==> src/rtl/vga_pkg.sv <==
// Shared VGA definitions: 640x480@60 timing, RGB332 pixel type, palette and
// the pin-level colour expansion used by the timing driver.
package vga_pkg;

    localparam int VGA_H_VISIBLE = 640;
    localparam int VGA_H_FRONT   = 16;
    localparam int VGA_H_SYNC    = 96;
    localparam int VGA_H_BACK    = 48;
    localparam int VGA_V_VISIBLE = 480;
    localparam int VGA_V_FRONT   = 10;
    localparam int VGA_V_SYNC    = 2;
    localparam int VGA_V_BACK    = 33;
    localparam int VGA_H_TOTAL   = VGA_H_VISIBLE + VGA_H_FRONT + VGA_H_SYNC + VGA_H_BACK;
    localparam int VGA_V_TOTAL   = VGA_V_VISIBLE + VGA_V_FRONT + VGA_V_SYNC + VGA_V_BACK;

    typedef struct packed {
        logic [2:0] r;
        logic [2:0] g;
        logic [1:0] b;
    } rgb332_t;

    typedef struct packed {
        logic active;
        logic hs;
        logic vs;
    } sync_t;

    // Blanked, both syncs idle-high
    localparam sync_t SYNC_IDLE = 3'b011;

    localparam rgb332_t RED = 8'hE0;
    localparam rgb332_t PNK = 8'hF3;
    localparam rgb332_t CYN = 8'h1F;
    localparam rgb332_t ORG = 8'hF4;
    localparam rgb332_t YLW = 8'hFC;
    localparam rgb332_t WHT = 8'hFF;
    localparam rgb332_t CRM = 8'hFE;
    localparam rgb332_t BLU = 8'h03;
    localparam rgb332_t BLK = 8'h00;

    // Replicate MSBs so full-scale RGB332 maps to full-scale 4-bit pins
    function automatic logic [11:0] expand_rgb332(input rgb332_t c);
        return {c.r, c.r[2], c.g, c.g[2], c.b, c.b};
    endfunction

endpackage

==> src/rtl/vga_sync_pipe.sv <==
// Delays {active, hs, vs} by DEPTH pixel ticks so the sync pins line up with
// colour coming back from the graphics pipeline.
module vga_sync_pipe
    import vga_pkg::*;
#(
    parameter int DEPTH = 1
) (
    input  logic  clk,
    input  logic  rst,
    input  logic  i_tick,
    input  sync_t i_sync,
    output sync_t o_sync
);

    generate
        if (DEPTH == 0) begin : g_bypass
            logic w_unused;
            assign w_unused = &{1'b0, clk, rst, i_tick};
            assign o_sync   = i_sync;
        end else begin : g_shift
            sync_t r_stage [DEPTH];

            always_ff @(posedge clk) begin
                if (rst) begin
                    for (int i = 0; i < DEPTH; i++) begin
                        r_stage[i] <= SYNC_IDLE;
                    end
                end else if (i_tick) begin
                    r_stage[0] <= i_sync;
                    for (int i = 1; i < DEPTH; i++) begin
                        r_stage[i] <= r_stage[i-1];
                    end
                end
            end

            assign o_sync = r_stage[DEPTH-1];
        end
    endgenerate

endmodule

==> src/rtl/vga_timing_driver.sv <==
// VGA timing generator: pixel-rate divider, h/v counters, pipeline-aligned
// sync and RGB332-to-pin colour output stage.
module vga_timing_driver
    import vga_pkg::*;
#(
    parameter int CLK_DIV    = 2,
    parameter int H_VISIBLE  = VGA_H_VISIBLE,
    parameter int H_FRONT    = VGA_H_FRONT,
    parameter int H_SYNC     = VGA_H_SYNC,
    parameter int H_BACK     = VGA_H_BACK,
    parameter int V_VISIBLE  = VGA_V_VISIBLE,
    parameter int V_FRONT    = VGA_V_FRONT,
    parameter int V_SYNC     = VGA_V_SYNC,
    parameter int V_BACK     = VGA_V_BACK,
    parameter int PIPE_DELAY = 1
) (
    input  logic       clk,
    input  logic       rst,
    input  logic [7:0] color_in,
    output logic [9:0] hc_out,
    output logic [9:0] vc_out,
    output logic       pix_tick,
    output logic       frame_start,
    output logic       hsync,
    output logic       vsync,
    output logic [3:0] red,
    output logic [3:0] green,
    output logic [3:0] blue
);

    localparam int H_TOTAL  = H_VISIBLE + H_FRONT + H_SYNC + H_BACK;
    localparam int V_TOTAL  = V_VISIBLE + V_FRONT + V_SYNC + V_BACK;
    localparam int HS_START = H_VISIBLE + H_FRONT;
    localparam int HS_END   = HS_START + H_SYNC - 1;
    localparam int VS_START = V_VISIBLE + V_FRONT;
    localparam int VS_END   = VS_START + V_SYNC - 1;
    localparam int DIV_W    = (CLK_DIV > 1) ? $clog2(CLK_DIV) : 1;

    localparam logic [DIV_W-1:0] DIV_LAST = DIV_W'(CLK_DIV - 1);
    localparam logic [9:0]       H_LAST   = 10'(H_TOTAL - 1);
    localparam logic [9:0]       V_LAST   = 10'(V_TOTAL - 1);

    logic [DIV_W-1:0] r_div;
    logic [9:0]       r_hc;
    logic [9:0]       r_vc;
    logic             r_hsync;
    logic             r_vsync;
    logic [3:0]       r_red;
    logic [3:0]       r_green;
    logic [3:0]       r_blue;

    logic             w_tick;
    logic             w_hWrap;
    logic             w_vWrap;
    sync_t            w_raw;
    sync_t            w_dly;

    // Tick is gated by reset so no counter or pipeline advance leaks through it
    assign w_tick  = (r_div == DIV_LAST) && !rst;
    assign w_hWrap = (r_hc == H_LAST);
    assign w_vWrap = (r_vc == V_LAST);

    always_ff @(posedge clk) begin
        if (rst) begin
            r_div <= '0;
        end else if (r_div == DIV_LAST) begin
            r_div <= '0;
        end else begin
            r_div <= r_div + 1'b1;
        end
    end

    always_ff @(posedge clk) begin
        if (rst) begin
            r_hc <= '0;
            r_vc <= '0;
        end else if (w_tick) begin
            if (w_hWrap) begin
                r_hc <= '0;
                r_vc <= w_vWrap ? 10'd0 : r_vc + 10'd1;
            end else begin
                r_hc <= r_hc + 10'd1;
            end
        end
    end

    assign w_raw = '{
        active: (r_hc < 10'(H_VISIBLE)) && (r_vc < 10'(V_VISIBLE)),
        hs:     !((r_hc >= 10'(HS_START)) && (r_hc <= 10'(HS_END))),
        vs:     !((r_vc >= 10'(VS_START)) && (r_vc <= 10'(VS_END)))
    };

    vga_sync_pipe #(
        .DEPTH (PIPE_DELAY)
    ) u_sync_pipe (
        .clk    (clk),
        .rst    (rst),
        .i_tick (w_tick),
        .i_sync (w_raw),
        .o_sync (w_dly)
    );

    // Colour arriving now belongs to the position carried by the delayed sync
    always_ff @(posedge clk) begin
        if (rst) begin
            r_hsync <= 1'b1;
            r_vsync <= 1'b1;
            r_red   <= '0;
            r_green <= '0;
            r_blue  <= '0;
        end else if (w_tick) begin
            r_hsync <= w_dly.hs;
            r_vsync <= w_dly.vs;
            if (w_dly.active) begin
                {r_red, r_green, r_blue} <= expand_rgb332(rgb332_t'(color_in));
            end else begin
                {r_red, r_green, r_blue} <= 12'h000;
            end
        end
    end

    assign hc_out      = r_hc;
    assign vc_out      = r_vc;
    assign pix_tick    = w_tick;
    assign frame_start = w_tick && w_hWrap && w_vWrap;
    assign hsync       = r_hsync;
    assign vsync       = r_vsync;
    assign red         = r_red;
    assign green       = r_green;
    assign blue        = r_blue;

endmodule

==> config.mk <==
export PLATFORM = sky130hd
export DESIGN_NAME = vga_timing_driver
export DESIGN_NICKNAME = d
export VERILOG_FILES = /design/src/rtl/vga_pkg.sv /design/src/rtl/vga_sync_pipe.sv /design/src/rtl/vga_timing_driver.sv
export SDC_FILE = /design/constraint.sdc
export NUM_CORES = 1
export LEC_CHECK = 0
export BUFFER_PORTS_ARGS = -buffer_cell sky130_fd_sc_hd__clkbuf_2
export CELL_PAD_IN_SITES_DETAIL_PLACEMENT = 1
export CELL_PAD_IN_SITES_GLOBAL_PLACEMENT = 2
export CORE_MARGIN = 2
export CORE_UTILIZATION = 32
export CTS_BUF_LIST = sky130_fd_sc_hd__clkbuf_16
export DETAILED_ROUTE_END_ITERATION = 8
export PLACE_DENSITY_LB_ADDON = 0.1
export SYNTH_ARGS = -nofsm -noshare
export SYNTH_HDL_FRONTEND = slang
export SYNTH_SLANG_ARGS = --single-unit
==> constraint.sdc <==
create_clock -name clk -period 3.8 [get_ports clk]
set_clock_uncertainty 0.05 [all_clocks]
set_input_delay 0.38 -clock clk [delete_from_list [all_inputs] [get_ports clk]]
set_output_delay 0.38 -clock clk [all_outputs]
set_load 0.03 [all_outputs]
## After elaboration in Yosys (flattened, before gate mapping)

Memory sizes are Yosys's and may differ from the RTL's.
Index checks and enable logic that the tools add are counted.

| operators by class | value |
|---|---|
| multiplexer cells | 12 |
| add/sub/neg operators | 3 |
| bitwise gates (word level) | 0 |
| shift-type cells | 0 |
| $lt $le $gt $ge | 6 |
| equal/unequal tests | 2 |
| div/mod/pow operators | 0 |
| reductions and logical operators | 12 |
| multipliers | 0 |

Operators with widths:

| kind | number |
|---|---|
| adder 10 x 1 -> 10 bit (second input constant) | 2 |
| == test 10 bit (second input constant) | 2 |
| two-way mux 10 bit | 2 |
| two-way mux 4 bit | 3 |
| greater-or-equal comparator 10 bit (second input constant) | 1 |
| greater-or-equal comparator 10 x 9 -> 1 bit (second input constant) | 1 |
| less-or-equal comparator 10 bit (second input constant) | 1 |
| less-or-equal comparator 10 x 9 -> 1 bit (second input constant) | 1 |
| < comparator 10 bit (second input constant) | 1 |
| < comparator 10 x 9 -> 1 bit (second input constant) | 1 |
| logical AND 1 bit | 6 |
| two-way mux 1 bit | 6 |
| zero test 1 bit | 3 |
| two-way mux 3 bit | 1 |
| OR reduction 3 bit | 1 |
| AND reduction 2 bit | 1 |
| OR reduction 2 bit | 1 |
| adder 1 bit (second input constant) | 1 |

| storage, ports and cells | value |
|---|---|
| input port bits | 10 |
| RAM bits | 3 |
| bits in latches | 0 |
| ROM bits | 0 |
| memories kept | 1 |
| flip-flop bits (word level) | 35 |

Memory list:

| name | words | width | rd ports | clocked after Yosys merged registers in | write ports | RTL line | source |
|---|---|---|---|---|---|---|---|
| u_sync_pipe.g_shift.r_stage | 1 | 3 | 1 | 0 | 1 | vga_sync_pipe.sv:21 | `sync_t r_stage [DEPTH];` |

## Longest topological paths before layout

Gate-level depths: netlist of the first run.

| logic depth | value |
|---|---|
| word-level depth | 7 |
| depth in mapped cells | 7 |
| mapped depth without buffers | 5 |

## Cells and area by module

Synthesis of the first run repeated with hierarchy kept, for this count alone.

| second synthesis, totals | value |
|---|---|
| cell total of the unflattened synthesis | 188 |
| area total of the unflattened synthesis | 1647.8 um^2 |

By module, submodules not included:

| module | sequential area each (um^2) | instances | area an instance (um^2) | cells an instance |
|---|---|---|---|---|
| vga_timing_driver | 620.6 | 1 | 1524.0 | 181 |
| vga_sync_pipe | 90.1 | 1 | 123.9 | 7 |

## Worst setup path before layout of the first run

OpenSTA, ideal clock, no wires.

| path | value |
|---|---|
| path type | flip-flop to output port |
| start | register r_hc[0], in the netlist hc_out[0] |
| end | output frame_start |
| path buffers | 1 |
| path slack | 1616 ps |
| arrival time | 1754 ps |
| cell stages (with the launch flop) | 6 |
| cell sequence | dfxtp_1 ha_1 and3_2 and4_1 buf_2 and4_1 |

| between the ends | value |
|---|---|
| word-level cells in the longest chain between the ends | 3 |

RTL lines:

| item | RTL line | source |
|---|---|---|
| from (decl) | vga_timing_driver.sv:44 | `logic [9:0] r_hc;` |
| from (signal assigned) | vga_timing_driver.sv:82 | `r_hc <= r_hc + 10'd1;` |
| == test 10 bit | vga_timing_driver.sv:60 | `assign w_hWrap = (r_hc == H_LAST);` |
| logical AND 1 bit (2 in a row) | vga_timing_driver.sv:125 | `assign frame_start = w_tick && w_hWrap && w_vWrap;` |
| to (decl) | vga_timing_driver.sv:23 | `output logic frame_start,` |

Every way passes these cells.

## Worst setup path after layout of the first run

Ends and elaborated chain as after synthesis.

==> impl_metrics.tcl, run 1 <==
set metrics [dict create \
    ys_async_sr_fraction_pct 0 \
    synthCells 187 \
    final_hold_viol_count 0 \
    final_cell_mix "clkbuf_2 (45), dfxtp_1 (31), a21oi_1 (20)" \
    die_y_um 76.17 \
    wl_um 4238 \
    syn_to_final_growth_pct 22.60 \
    synth_edf_count 3 \
    clk_latency_ps 280 \
    cts_tree "yes" \
    grt.overflow.total 0 \
    design_area_um2 2043 \
    regToRegEndpoint "vc_out[0]" \
    rr_startpoint "hc_out[0]" \
    status "completed" \
    crit_fanout 8 \
    p_per_area_nw_per_um2 401.9 \
    finalSetupTns_ps 0 \
    drv_slew 0 \
    initialDrtViolationCount 27 \
    path_class "register to output pin" \
    ant_nets 0 \
    die_area_um2 5801 \
    initial_core_util_pct 32.84 \
    synth_cell_type_count 39 \
    crit_arrival_ps 2070 \
    io_pins 46 \
    n_antenna_cell 0 \
    vias 1492 \
    cts_buffer_depth 2 \
    period_minus_slack_ps 2505 \
    hold_buffers 0 \
    start_kind "register" \
    netlist_area_um2 1667 \
    hold_path_depth 3 \
    numPortBuffers 45 \
    rows 26 \
    seq_area_frac_synth_pct 42.64 \
    seqCellArea_um2 710.7 \
    r2r_slack_ps 1710 \
    track_usage_pct 15.32 \
    tightestPinTransition_ps 488.9 \
    gp_congestion 0.7894 \
    setup_violations 0 \
    post_route_cells_drive_above_1_share_pct 25.44 \
    nFillCells 624 \
    clkTransAtPathRegs_ps 50 \
    dr.pass1.iters 4 \
    cts.htree.levels 2 \
    min_path_type "input pin to register" \
    grt_max_degree 26 \
    layout_commonest_cell "clkbuf_2" \
    routedWlPerCell_um 14.22 \
    place_area_um2 1906 \
    multi_input_area_um2 845.8 \
    worstSetupEndpointType "output pin" \
    dp_hpwl_um 3056 \
    grt_pass1_vias 1514 \
    holdWs_ps 307.2 \
    ir_drop_mv 0.1473 \
    relSlewSlack_pct 67.40 \
    drc 0 \
    worst_ep_required_time_ps 3370 \
    final.period_utilization_pct 65.92 \
    core_um2 5075 \
    cts_buffers 5 \
    viasPerCell 5.007 \
    grt_first_pass_wirelength_um 7162 \
    setup_ws_ps 1295 \
    synth.avg_cell_area_um2 8.912 \
    cts_setup_buffers 0 \
    maxCapViolCount 0 \
    rsz0062_at_grt "no" \
    syn-num-nets 201 \
    nets 241 \
    ff2ff_path_depth 5 \
    clock-root-buffer "clkbuf_16" \
    dp_slack_ps 1427 \
    cts_resized 0 \
    antenna_found_initial 0 \
    max_freq_mhz 399.2 \
    cts_sinks 34 \
    min_to "blue[1]" \
    die_w_um 76.17 \
    p_leak_nw 0.7715 \
    synth_warnings 0 \
    yosys_register_bits 34 \
    hp-start "color_in[1]" \
    synth-main-ff-cell "dfxtp_1" \
]
==> final cells by class <==
class | instances | area share [%]
Clock buffer | 5 | 6.124
Inverter | 7 | 1.408
Tap cell | 70 | 4.287
Sequential cell | 34 | 34.78
Clock inverter | 3 | 0.6124
Timing Repair Buffer | 46 | 11.39
Multi-Input combinational cell | 133 | 41.40
==> routing by layer <==
metal,vias to the layer above,track usage [%],part of all wire (%)
li1,747,-,-
met1,706,18.79,48
met2,32,25.54,46
met3,7,3.555,4.2
met4,0,7.091,1.8
met5,-,0,0
==> kinds of logic after synthesis <==
family	after synthesis	synth area share [%]
AOI/OAI and AO/OA	36	12.01
xor gates and xnor gates	8	4.204
adders and majority gates	4	3.003
buffers and inverters	20	6.607
DFF	34	42.64
and+or+nand+nor	85	31.53
==> Yosys cell counts, types with 4 or more instances <==
| master | count | share of area [%] |
|---|---|---|
| ha_1 | 4 | 3.0 |
| nand2_1 | 9 | 2.0 |
| buf_4 | 4 | 1.8 |
| dfxtp_1 | 31 | 37 |
| or3_1 | 6 | 2.3 |
| o21ai_0 | 9 | 2.7 |
| a21oi_1 | 20 | 6.0 |
| clkbuf_1 | 5 | 1.1 |
| nand2b_1 | 10 | 3.8 |
| nand4_1 | 6 | 2.3 |
| xnor2_1 | 5 | 2.6 |
| inv_1 | 6 | 1.4 |
| nor2_1 | 8 | 1.8 |
| nor3_1 | 6 | 1.8 |
| nand3_1 | 18 | 5.4 |
==> power by group <==
group	total (mW)	internal (mW)	leakage [nW]	switching, mW
Clock	0.383	0.237	0.0724	0.146
Combinational	0.0594	0.0203	0.423	0.0390
Sequential	0.379	0.370	0.276	0.00879
==> sequential cells by signal (all words and copies together) (netlist names) <==
register,flops
hc_out,10
vc_out,10
green,3
red,3
u_sync_pipe.g_shift.r_stage,3
blue,2
hsync,1
r_div,1
vsync,1
==> worst max-delay path, stage by stage, from the launching register on <==
cell and delay (ps):
dfxtp_1 430, ha_1 230, and3_2 250, and4_1 420
and4_1 260, clkbuf_2 210
==> per-stage QoR <==
step	instances	power, mW	utilization, %
3_3_place_gp	290	0.4449	37.55
3_5_place_dp	290	0.4469	37.55
5_1_grt	298	0.8549	40.26
4_1_cts	298	0.8330	40.26
2_1_floorplan	187	0.4291	-
6_report	298	0.8211	40.26
==> worst max-delay path by stage <==
stage	from	to	slack [ps]	cells past startpoint
after floorplan	hc_out[0]	frame_start	1620	5
after global placement	rst	frame_start	1440	6
after detailed placement	rst	frame_start	1430	6
after CTS	hc_out[0]	frame_start	1280	5
after global routing	hc_out[0]	frame_start	1160	5
final	hc_out[0]	frame_start	1300	5
(Power assumes the default switching activity.)
==> inputs of run 2 (changes only) <==
--- a/config.mk
+++ b/config.mk
@@ -9,7 +9,7 @@
 export CELL_PAD_IN_SITES_DETAIL_PLACEMENT = 1
 export CELL_PAD_IN_SITES_GLOBAL_PLACEMENT = 2
 export CORE_MARGIN = 2
-export CORE_UTILIZATION = 32
+export CORE_UTILIZATION = 30
 export CTS_BUF_LIST = sky130_fd_sc_hd__clkbuf_16
 export DETAILED_ROUTE_END_ITERATION = 8
 export PLACE_DENSITY_LB_ADDON = 0.1
==> constraint.sdc (replaced) <==
create_clock -name clk -period 2.4 [get_ports clk]
set_clock_uncertainty 0.05 [all_clocks]
set_input_delay 0.24 -clock clk [delete_from_list [all_inputs] [get_ports clk]]
set_output_delay 0.24 -clock clk [all_outputs]
set_load 0.03 [all_outputs]
==> run 2 against run 1 <==
  * Sequential cell count is the same
  * Clock power up 59%
  * Critical path depth unchanged
  * Via count unchanged
  * Core utilization fell by 2.4 points
  * Register-to-register slack worse by 1300 ps
  * Setup slack worse by 1100 ps
  * Global-route usage up 0.079 points
  * First-iteration DRC count grew 100%
  * Die area grew 6.3%
  * Highest routed layer unchanged
  * Count of clock-buffer cells in the layout did not move
==> impl_metrics.tcl, run 2 (synthesis results as in run 1) <==
set metrics [dict create \
    status "completed" \
    startpoint "hc_out[0]" \
    cts_tree "yes" \
    grt_max_degree 26 \
    clock-root-buffer "clkbuf_16" \
    holdWs_ps 167.1 \
    tightestPinTransition_ps 447.0 \
    setup_violations 0 \
    syn_to_final_growth_pct 23.65 \
    cp_top_family "simple AND/OR/NAND/NOR gates" \
    slowest_stage "dfxtp_1" \
    die_y_um 78.54 \
    cts_resized 0 \
    worst_ep_required_time_ps 2110 \
    critPathMaxStageDelay_ps 430 \
    drc 0 \
    cts_buffer_depth 2 \
    crit_fanout 6 \
    power.total_mw 1.304 \
    nets 243 \
    grt.overflow.total 0 \
    initialDrtViolationCount 54 \
    vias 1492 \
    final_hold_viol_count 0 \
    hold_buffers 0 \
    start_kind "register" \
    final_util_pct 37.89 \
    final.period_utilization_pct 90.45 \
    viasPerCell 4.940 \
    layout_commonest_cell "clkbuf_2" \
    max_freq_mhz 460.7 \
    min_path_type "input pin to register" \
    post_route_cells_drive_above_1_share_pct 26.09 \
    path_cells "ha_1 > and3_2 > and4_1 > and4_1 > clkbuf_2" \
    clk_latency_ps 280 \
    crit_arrival_ps 1880 \
    p_per_area_nw_per_um2 632.9 \
    io_pins 46 \
    maxCapViolCount 0 \
    cts_buffers 5 \
    rows 27 \
    path_class "register to output pin" \
    relSlewSlack_pct 69.78 \
    final_cell_mix "clkbuf_2 (45), dfxtp_1 (31), a21oi_1 (20)" \
    hp-start "color_in[5]" \
    track_usage_pct 15.40 \
    ir_drop_mv 0.2509 \
    rr_startpoint "hc_out[0]" \
    stdcell_count 302 \
    numPortBuffers 45 \
    worstSetupEndpointType "output pin" \
    grt_first_pass_wirelength_um 7410 \
    dr.pass1.iters 4 \
    grt_pass1_vias 1489 \
    cts.htree.levels 2 \
    core_um2 5439 \
    finalSetupTns_ps 0 \
    wl_um 4416 \
    cts_sinks 34 \
    crit_buf_inv 1 \
    die_w_um 78.54 \
    initial_core_util_pct 30.64 \
    period_minus_slack_ps 2171 \
    cpMostUsedCell "and4_1" \
    drv_slew 0 \
    dp_hpwl_um 3229 \
    dp.cells 294 \
    routedWlPerCell_um 14.62 \
    antenna_found_initial 0 \
    n_antenna_cell 0 \
    gp_congestion 0.7609 \
    ant_nets 0 \
    p_leak_nw 0.7818 \
    rsz0062_at_grt "no" \
    clkTransAtPathRegs_ps 50 \
    die_area_um2 6168 \
    cts_setup_buffers 0 \
]
-- run 2: changes by cell type in the layout (fill, tap and decap cells not counted) --
cell	before	now
buf_4	1	3
-- run 2: per-layer routing --
layer	GRT usage [%]	vias up	part of all wire, %
met2	24.70	37	47
met3	4.368	6	4.2
met4	4.737	0	1.2
met5	0	-	0
met1	19.99	700	48
li1	-	749	-
-- run 2: worst paths after layout --
check / to / slack, ps / cells past startpoint
setup / recovery: frame_start / 230 / 5
hold / removal: red[1] / 170 / 3
setup reg to reg: vc_out[5] / 380 / 5
hold reg to reg: red[1] / 420 / 2
-- run 2: area by class of cell --
type	instances	area, um^2
repair buffers	48	247.7
fillers	663	3378
multi-input cells	133	845.8
clock buffers	5	125.1
well taps	72	90.09
flip-flops and latches	34	710.7
inverters	7	28.78
clock inverters	3	12.51
-- run 2: tightest hold or removal path, stage by stage --
cell,delay (ps)
clkbuf_2,80
nand3_1,70
a21oi_1,60
-- run 2: where the power goes --
part	internal, mW	switching, mW	total, mW	leakage (nW)
clock	0.375	0.233	0.608	0.0724
sequential	0.586	0.0140	0.600	0.276
combinational	0.0332	0.0631	0.0964	0.433
-- run 2: through the flow --
stage | setup slack (ps) | cell area (um^2)
4_1_cts | 220.9 | 2061
2_1_floorplan | 356.3 | 1667
3_5_place_dp | 400.2 | 1923
6_report | 229.3 | 2061
5_1_grt | 120.6 | 2061
3_3_place_gp | 486.7 | 1923
==> inputs of run 3 (changes only) <==
--- a/config.mk
+++ b/config.mk
@@ -9,8 +9,8 @@
 export CELL_PAD_IN_SITES_DETAIL_PLACEMENT = 1
 export CELL_PAD_IN_SITES_GLOBAL_PLACEMENT = 2
 export CORE_MARGIN = 2
-export CORE_UTILIZATION = 30
-export CTS_BUF_LIST = sky130_fd_sc_hd__clkbuf_16
+export CORE_UTILIZATION = 31
+export CTS_BUF_LIST = sky130_fd_sc_hd__clkbuf_8
 export DETAILED_ROUTE_END_ITERATION = 8
 export PLACE_DENSITY_LB_ADDON = 0.1
 export SYNTH_ARGS = -nofsm -noshare
==> run 3 against run 2 <==
  * Count of clock-buffer cells in the layout rose by 1
  * Sequential power barely moved
  * Wire length fell by 2.5%
  * Final cell count fell by 0.66%
  * Combinational power barely moved
  * Via count rose by 0.94%
  * Critical endpoint unchanged
  * Largest cell class unchanged
  * Largest power group is now sequential cells
  * Highest routed layer unchanged
==> impl_metrics.tcl, run 3 (synthesis results as in run 1) <==
set metrics [dict create \
    syn_to_final_growth_pct 20.72 \
    viasPerCell 5.020 \
    status "completed" \
    cts_buffers 5 \
    holdWs_ps 154.0 \
    nets 243 \
    clock-root-buffer "clkbuf_8" \
    vias 1506 \
    dp.cells 292 \
    cts_resized 0 \
    gp_congestion 0.7734 \
    path_class "register to output pin" \
    core_um2 5140 \
    cts_sinks 34 \
    hold_buffers 0 \
    path_cells "ha_1 > and3_2 > and4_1 > and4_1 > clkbuf_2" \
    initialDrtViolationCount 59 \
    period_minus_slack_ps 2151 \
    grt.overflow.total 0 \
    numPortBuffers 45 \
    stdcell_count 300 \
    clkTransAtPathRegs_ps 70 \
    layout_commonest_cell "clkbuf_2" \
    tightestPinTransition_ps 405.4 \
    worstSetupEndpointType "output pin" \
    rsz0062_at_grt "no" \
    cts_setup_buffers 0 \
    p_per_area_nw_per_um2 563.4 \
    final_cell_mix "clkbuf_2 (45), dfxtp_1 (31), a21oi_1 (20)" \
    cts_tree "yes" \
    relSlewSlack_pct 72.59 \
    rows 26 \
    post_route_cells_drive_above_1_share_pct 26.52 \
    critPathMaxStageDelay_ps 430 \
    finalSetupTns_ps 0 \
    ir_drop_mv 0.1931 \
    worst_ep_required_time_ps 2110 \
    clk_latency_ps 280 \
    grt_max_degree 26 \
    grt_pass1_vias 1490 \
    initial_core_util_pct 32.42 \
    min_path_type "input pin to register" \
    crit_arrival_ps 1860 \
    final.period_utilization_pct 89.64 \
    grt_first_pass_wirelength_um 7245 \
    cp_top_family "simple AND/OR/NAND/NOR gates" \
    n_antenna_cell 0 \
    max_freq_mhz 464.8 \
    die_w_um 77.32 \
    setup_violations 0 \
    antenna_found_initial 0 \
    dp_hpwl_um 3140 \
    die_y_um 77.32 \
    crit_buf_inv 1 \
    io_pins 46 \
    p_leak_nw 0.7617 \
    slowest_stage "dfxtp_1" \
    cpMostUsedCell "and4_1" \
    final_hold_viol_count 0 \
    die_area_um2 5978 \
    ant_nets 0 \
    dr.pass1.iters 4 \
    routedWlPerCell_um 14.35 \
    wl_um 4305 \
    crit_fanout 6 \
    maxCapViolCount 0 \
    drv_slew 0 \
    start_kind "register" \
    drc 0 \
    cts_buffer_depth 2 \
    track_usage_pct 14.99 \
    cts.htree.levels 2 \
]
-- run 3: changes by cell type in the layout (fill, tap and decap cells not counted), sizes merged --
cell,before,now
clkbuf,50,51
clkinv,2,1
-- run 3: power by group --
part | switching, mW | leakage [nW] | total [mW] | internal [mW]
clock network | 0.211 | 0.0524 | 0.438 | 0.227
logic | 0.0627 | 0.433 | 0.0961 | 0.0334
registers | 0.0141 | 0.276 | 0.599 | 0.585
-- run 3: cell type report --
| type | instances | area [um^2] |
|---|---|---|
| fillers | 651 | 3128 |
| repair buffers | 48 | 247.7 |
| inverters | 7 | 28.78 |
| clock buffers | 6 | 82.58 |
| well taps | 70 | 87.58 |
| multi-input cells | 133 | 845.8 |
| flip-flops and latches | 34 | 710.7 |
| clock inverters | 2 | 8.758 |
-- run 3: path summary, 6_finish.rpt --
| path | start | to | slack [ps] | cells past startpoint |
|---|---|---|---|---|
| setup reg to reg | hc_out[1] | vc_out[9] | 380 | 5 |
| setup / recovery | hc_out[1] | frame_start | 250 | 5 |
| hold reg to reg | u_sync_pipe.g_shift.r_stage[0][0] | vsync | 410 | 1 |
| hold / removal | color_in[1] | blue[1] | 150 | 3 |
-- run 3: stage by stage --
step	setup slack [ps]	cell area (um^2)	power (mW)	utilization, %
detailed placement	397.0	1921	0.7097	37.37
finish	248.6	2012	1.133	39.14
global route	84.43	2012	1.191	39.14
global placement	510.6	1921	0.7056	37.37
floorplan	356.3	1667	0.6793	-
CTS	212.5	2012	1.154	39.14
-- run 3: worst min-delay path, delay by kind of cell --
kind / cells / cell delay (ps)
compound gates: 1 / 60
simple gates: 1 / 70
buf+inv: 1 / 80
-- run 3: routing by layer --
metal | vias up | share of wire [%] | global-route usage [%]
met1 | 710 | 48 | 19.28
met5 | - | 0 | 0
met4 | 0 | 1.4 | 5.357
met2 | 38 | 46 | 24.09
met3 | 6 | 4.3 | 4.000
li1 | 752 | - | -
